### src/rtl/pwm_pkg.sv
// Shared types and constants for the dead-time gate-drive stage.
package pwm_pkg;

    localparam int DT_W_DEF      = 4;
    localparam int SWALLOW_W_DEF = 8;
    localparam int SWALLOW_MAX   = (1 << SWALLOW_W_DEF) - 1;

    // Half-bridge drive states; the two DT states hold both outputs low.
    typedef enum logic [2:0] {
        ST_OFF      = 3'd0,
        ST_DT_TO_LS = 3'd1,
        ST_LS       = 3'd2,
        ST_DT_TO_HS = 3'd3,
        ST_HS       = 3'd4
    } pwm_state_e;

endpackage

### src/rtl/sync_2ff.sv
// Single-bit two-flop synchronizer, cleared to 0 by synchronous active-low reset.
module sync_2ff (
    input  logic clk,
    input  logic rst_n,
    input  logic d,
    output logic q
);

    logic [1:0] sync_q;
    logic [1:0] sync_d;

    // Shift the asynchronous input through two stages.
    always_comb begin
        sync_d = {sync_q[0], d};
    end

    // Synchronizer flops.
    always_ff @(posedge clk) begin
        if (!rst_n) begin
            sync_q <= '0;
        end else begin
            sync_q <= sync_d;
        end
    end

    assign q = sync_q[1];

endmodule

### src/rtl/pwm_deadtime_gen.sv
// Complementary high/low-side gate drive with programmable dead time,
// short-pulse swallowing and a sticky fault shutdown.
module pwm_deadtime_gen
    import pwm_pkg::*;
#(
    parameter int DT_W      = DT_W_DEF,
    parameter int SWALLOW_W = SWALLOW_W_DEF
) (
    input  logic                 clk,
    input  logic                 rst_n,
    input  logic                 ena,
    input  logic                 pwm_in,
    input  logic [DT_W-1:0]      dead_cycles,
    input  logic                 fault_in,
    input  logic                 fault_clr,
    output logic                 hs_out,
    output logic                 ls_out,
    output logic                 fault_latched,
    output logic [SWALLOW_W-1:0] swallow_cnt
);

    localparam logic [SWALLOW_W-1:0] SWALLOW_SAT = '1;

    pwm_state_e           state_q, state_d;
    logic [DT_W-1:0]      cnt_q, cnt_d;
    logic                 pwm_q, pwm_d;
    logic                 hs_out_q, hs_out_d;
    logic                 ls_out_q, ls_out_d;
    logic                 fault_latched_q, fault_latched_d;
    logic [SWALLOW_W-1:0] swallow_cnt_q, swallow_cnt_d;
    logic                 swallow_inc;
    logic                 fault_s;

    sync_2ff u_fault_sync (
        .clk   (clk),
        .rst_n (rst_n),
        .d     (fault_in),
        .q     (fault_s)
    );

    // Next-state logic: forced shutdown first, then the dead-time FSM.
    always_comb begin
        pwm_d       = pwm_in;
        state_d     = state_q;
        cnt_d       = cnt_q;
        swallow_inc = 1'b0;

        // A clear request is only honoured once the synchronized fault is gone.
        if (fault_s) begin
            fault_latched_d = 1'b1;
        end else if (fault_clr) begin
            fault_latched_d = 1'b0;
        end else begin
            fault_latched_d = fault_latched_q;
        end

        if (fault_s || !ena || fault_latched_q) begin
            state_d = ST_OFF;
        end else begin
            unique case (state_q)
                ST_OFF: begin
                    state_d = pwm_q ? ST_DT_TO_HS : ST_DT_TO_LS;
                    cnt_d   = dead_cycles;
                end
                ST_LS: begin
                    if (pwm_q) begin
                        state_d = ST_DT_TO_HS;
                        cnt_d   = dead_cycles;
                    end
                end
                ST_HS: begin
                    if (!pwm_q) begin
                        state_d = ST_DT_TO_LS;
                        cnt_d   = dead_cycles;
                    end
                end
                ST_DT_TO_HS: begin
                    // PWM fell back before the dead time expired: pulse is swallowed.
                    if (!pwm_q) begin
                        state_d     = ST_LS;
                        swallow_inc = 1'b1;
                    end else if (cnt_q == '0) begin
                        state_d = ST_HS;
                    end else begin
                        cnt_d = cnt_q - 1'b1;
                    end
                end
                ST_DT_TO_LS: begin
                    if (pwm_q) begin
                        state_d     = ST_HS;
                        swallow_inc = 1'b1;
                    end else if (cnt_q == '0) begin
                        state_d = ST_LS;
                    end else begin
                        cnt_d = cnt_q - 1'b1;
                    end
                end
                default: begin
                    state_d = ST_OFF;
                end
            endcase
        end

        // Saturating count of aborted transitions.
        if (swallow_inc && (swallow_cnt_q != SWALLOW_SAT)) begin
            swallow_cnt_d = swallow_cnt_q + 1'b1;
        end else begin
            swallow_cnt_d = swallow_cnt_q;
        end

        // Outputs are decoded from the next state so they are glitch-free flops.
        hs_out_d = (state_d == ST_HS);
        ls_out_d = (state_d == ST_LS);
    end

    // State, counter, flags and registered gate-drive outputs.
    always_ff @(posedge clk) begin
        if (!rst_n) begin
            state_q         <= ST_OFF;
            cnt_q           <= '0;
            pwm_q           <= 1'b0;
            hs_out_q        <= 1'b0;
            ls_out_q        <= 1'b0;
            fault_latched_q <= 1'b0;
            swallow_cnt_q   <= '0;
        end else begin
            state_q         <= state_d;
            cnt_q           <= cnt_d;
            pwm_q           <= pwm_d;
            hs_out_q        <= hs_out_d;
            ls_out_q        <= ls_out_d;
            fault_latched_q <= fault_latched_d;
            swallow_cnt_q   <= swallow_cnt_d;
        end
    end

    assign hs_out        = hs_out_q;
    assign ls_out        = ls_out_q;
    assign fault_latched = fault_latched_q;
    assign swallow_cnt   = swallow_cnt_q;

endmodule

### config.mk
export PLATFORM = sky130hd
export DESIGN_NAME = pwm_deadtime_gen
export DESIGN_NICKNAME = d
export VERILOG_FILES = /design/src/rtl/pwm_pkg.sv /design/src/rtl/sync_2ff.sv /design/src/rtl/pwm_deadtime_gen.sv
export SDC_FILE = /design/constraint.sdc
export NUM_CORES = 1
export LEC_CHECK = 0
export BUFFER_PORTS_ARGS = -buffer_cell sky130_fd_sc_hd__clkbuf_2
export CAP_MARGIN = 20
export CORE_ASPECT_RATIO = 1.25
export CORE_MARGIN = 3
export CORE_UTILIZATION = 45
export DETAILED_ROUTE_END_ITERATION = 16
export GPL_TIMING_DRIVEN = 1
export MAX_ROUTING_LAYER = met4
export PLACE_DENSITY = 0.68
export SLEW_MARGIN = 0
export SYNTH_ARGS = -nofsm -noshare
export SYNTH_HDL_FRONTEND = slang
export SYNTH_HIERARCHICAL = 1
export SYNTH_SLANG_ARGS = --single-unit
### constraint.sdc
create_clock -name clk -period 2.15 [get_ports clk]
set_clock_uncertainty 0.2 [all_clocks]
set_input_delay 0.215 -clock clk [delete_from_list [all_inputs] [get_ports clk]]
set_output_delay 0.215 -clock clk [all_outputs]
set_load 0.005 [all_outputs]
==> flow_summary.toml <==
[outcome]
status = "complete, no violations"

[final_layout]
drive_above_1_share = 0.203
nets = 161
fill_cells = 204
syn_to_final_growth_pct = 18.2
final_area_mm2 = 0.00124
instances_no_fill = 178
antennaDiodeCount = 0

[clock_network]
clk_pin_slew_ns = 0.12
cts_tree = "yes"
max-clock-path-buffers = 2
cts-buffers-inserted = 3
clockRootBuffer = "clkbuf_4"
clkLatencyLatePin_ns = 0.30
clkSinkCount = 21
h-tree-depth = 1
post_cts_buffers = 0

[floorplanning]
die_h_um = 60.1
num_rows = 18
die_x_um = 49.3
core_area_mm2 = 0.00209
design.die.area_mm2 = 0.00296
ios = 21
start_util = 0.502

[routing]
vias_per_cell = 5.62
wirelength_um = 2240
antenna_left = 0
vias = 1000
routedWlPerCell_um = 12.6
drtIter0Drc = 13
firstDrtPassIters = 4
route.detailed.drc = 0

[timing]
tightest_slew_ns = 0.609
setup_tns_ns = 0
maxSlewViolCount = 0
setup_violations = 0
finalCritPeriodShare = 0.909
rsz0062_at_grt = "false"
fmax_mhz = 512
relSlewSlack = 0.592
finalHoldViolCount = 0
period_needed_ns = 1.95

[power_and_ir_drop]
comb_power_share = 0.155
swShare = 0.271
total_power_uw = 724
ir_worst_vdd_uv = 365
pwr-share-clk = 0.264
switchingPower_uw = 197
internal_power_uw = 528
seq_power_share = 0.581
power_density_mw_per_mm2 = 583
p_leak_uw = 0.000501

[global_route]
grtUsageTotal = 0.171
grt-ovfl-total = 0
antenna_found_initial = 0
grt_pass1_vias = 901
grt_max_degree = 17
grt_pass1_wl_um = 3820

[synth]
seq_area_frac_synth = 0.400
syn_area_mm2 = 0.00105
yosys_warnings = 6
ys_ff_latch = 21
yosys-top-cells-area = "dfxtp_1, a21oi_1, o21ai_0, mux2i_1, nand2_1"
synth_top_cell_area_share = 0.400
avgSynthCellArea_um2 = 8.49
synthCells = 124
yosysTopAreaCell = "dfxtp_1"
synth_cell_types = 37
syn-num-nets = 136

[critical_path]
critPathMaxFanout = 14
path_class = "flip-flop to flip-flop"
worstPathRequired_ns = 2.16
start_kind = "flip-flop"
critical_path_arrival_ns = 1.96
crit_path_end_kind = "flip-flop"

[placed_design]
dpl_cell_area_mm2 = 0.00118
gp_congestion = 0.887
dp.cells = 171
port_buffers = 20
place_hpwl_um = 1620

[min_path]
hp-class = "input pin to flip-flop"

[run]
cap_violations = 0
stage by stage:
step / util / setup WS [ns] / hold slack, ns
final: 0.594 / 0.197 / 0.0702
after global routing: 0.594 / 0.0472 / 0.0733
after CTS: 0.591 / 0.196 / 0.0640
after detailed placement: 0.563 / 0.209 / 0.225
after global placement: 0.563 / 0.288 / 0.220
after floorplan: - / 0.480 / 0.137
cell usage in the layout, fill, tap and decap left out, drive strengths merged, types with 5 or more instances in the layout:
master	Yosys	layout
a21oi	10	10
and2	5	5
clkbuf	2	23
dfxtp	21	21
inv	6	6
nand2	10	10
nand3	5	5
nor2	7	7
nor3	5	5
o21ai	10	10
cell usage after synthesis, drive strengths merged:
master / n
and2: 5
ha: 2
or3: 1
buf: 3
or4b: 1
o31ai: 2
nor2: 7
o21ai: 10
xor2: 1
a31o: 1
o311a: 1
mux2i: 4
or3b: 1
nor2b: 1
nand3b: 1
nand2: 10
nor4: 3
nor3: 5
nand4bb: 1
nor3b: 4
o41ai: 1
clkbuf: 2
nor4bb: 1
or4: 4
inv: 6
a22o: 1
dfxtp: 21
nand4: 1
nand2b: 4
a21oi: 10
nand3: 5
o2bb2ai: 1
and3: 2
o211a: 1
flip-flops by register name (all words and copies together), names as in the netlist:
register / count
state_q: 3
pwm_q: 1
swallow_cnt: 8
fault_latched: 1
hs_out: 1
cnt_q: 4
u_fault_sync/sync_q: 2
ls_out: 1
worst max-delay path: stages, from the launching register on:
cell and delay [ns]:
dfxtp_1 0.36, nor3b_2 0.33, nand3_2 0.29, or4b_1 0.56, o211a_1 0.13
timing repair:
| action | in CTS | in global routing |
|---|---|---|
| endpoints found under the setup margin | 0 | 1 |
| gates resized for setup | 0 | 1 |
| endpoints found under the hold margin | 3 | 0 |
| hold buffers | 3 | 0 |
power groups by stage:
stage	sequential (uW)	combinational, uW	clock, uW
finish	421	112	191
global route	424	127	218
CTS	421	112	196
detailed placement	430	107	0
global placement	429	107	0
floorplan	424	79.2	0
per-layer routing:
layer / share of wire / track usage / vias up
met3: 0.038 / 0.0299 / 2
met5: 0 / - / -
li1: - / - / 502
met2: 0.48 / 0.285 / 23
met1: 0.47 / 0.205 / 473
met4: 0.0085 / 0.0691 / 0
area by class of cell:
class / count / area, um^2 / share of cell area
flip-flops and latches: 21 / 420 / 0.338
well taps: 30 / 37.5 / 0.0302
multi-input cells: 92 / 591 / 0.475
clock inverters: 1 / 5.00 / 0.00402
inverters: 6 / 22.5 / 0.0181
clock buffers: 3 / 22.5 / 0.0181
repair buffers: 25 / 145 / 0.117
worst paths after layout:
check	from	to	slack, ns	cells past startpoint
worst min-delay path	rst_n	fault_latched	0.07	3
worst max register to register	fault_latched	swallow_cnt[6]	0.20	4
worst max-delay path	fault_latched	swallow_cnt[6]	0.20	4
worst min register to register	u_fault_sync/sync_q[0]	u_fault_sync/sync_q[1]	0.25	1
logic make-up (layout without fill, tap and decap cells):
logic type,Yosys count,count (layout),share of synthesized area
flip-flops,21,21,0.400
adder cells (fa/ha/maj),2,2,0.0238
AND/OR/NAND/NOR,57,57,0.323
buffers and inverters,11,35,0.0452
AO/OA/AOI/OAI,28,28,0.162
multiplexers,4,4,0.0381
XOR/XNOR,1,1,0.00832
No activity file was read; power rests on OpenSTA's default activity.
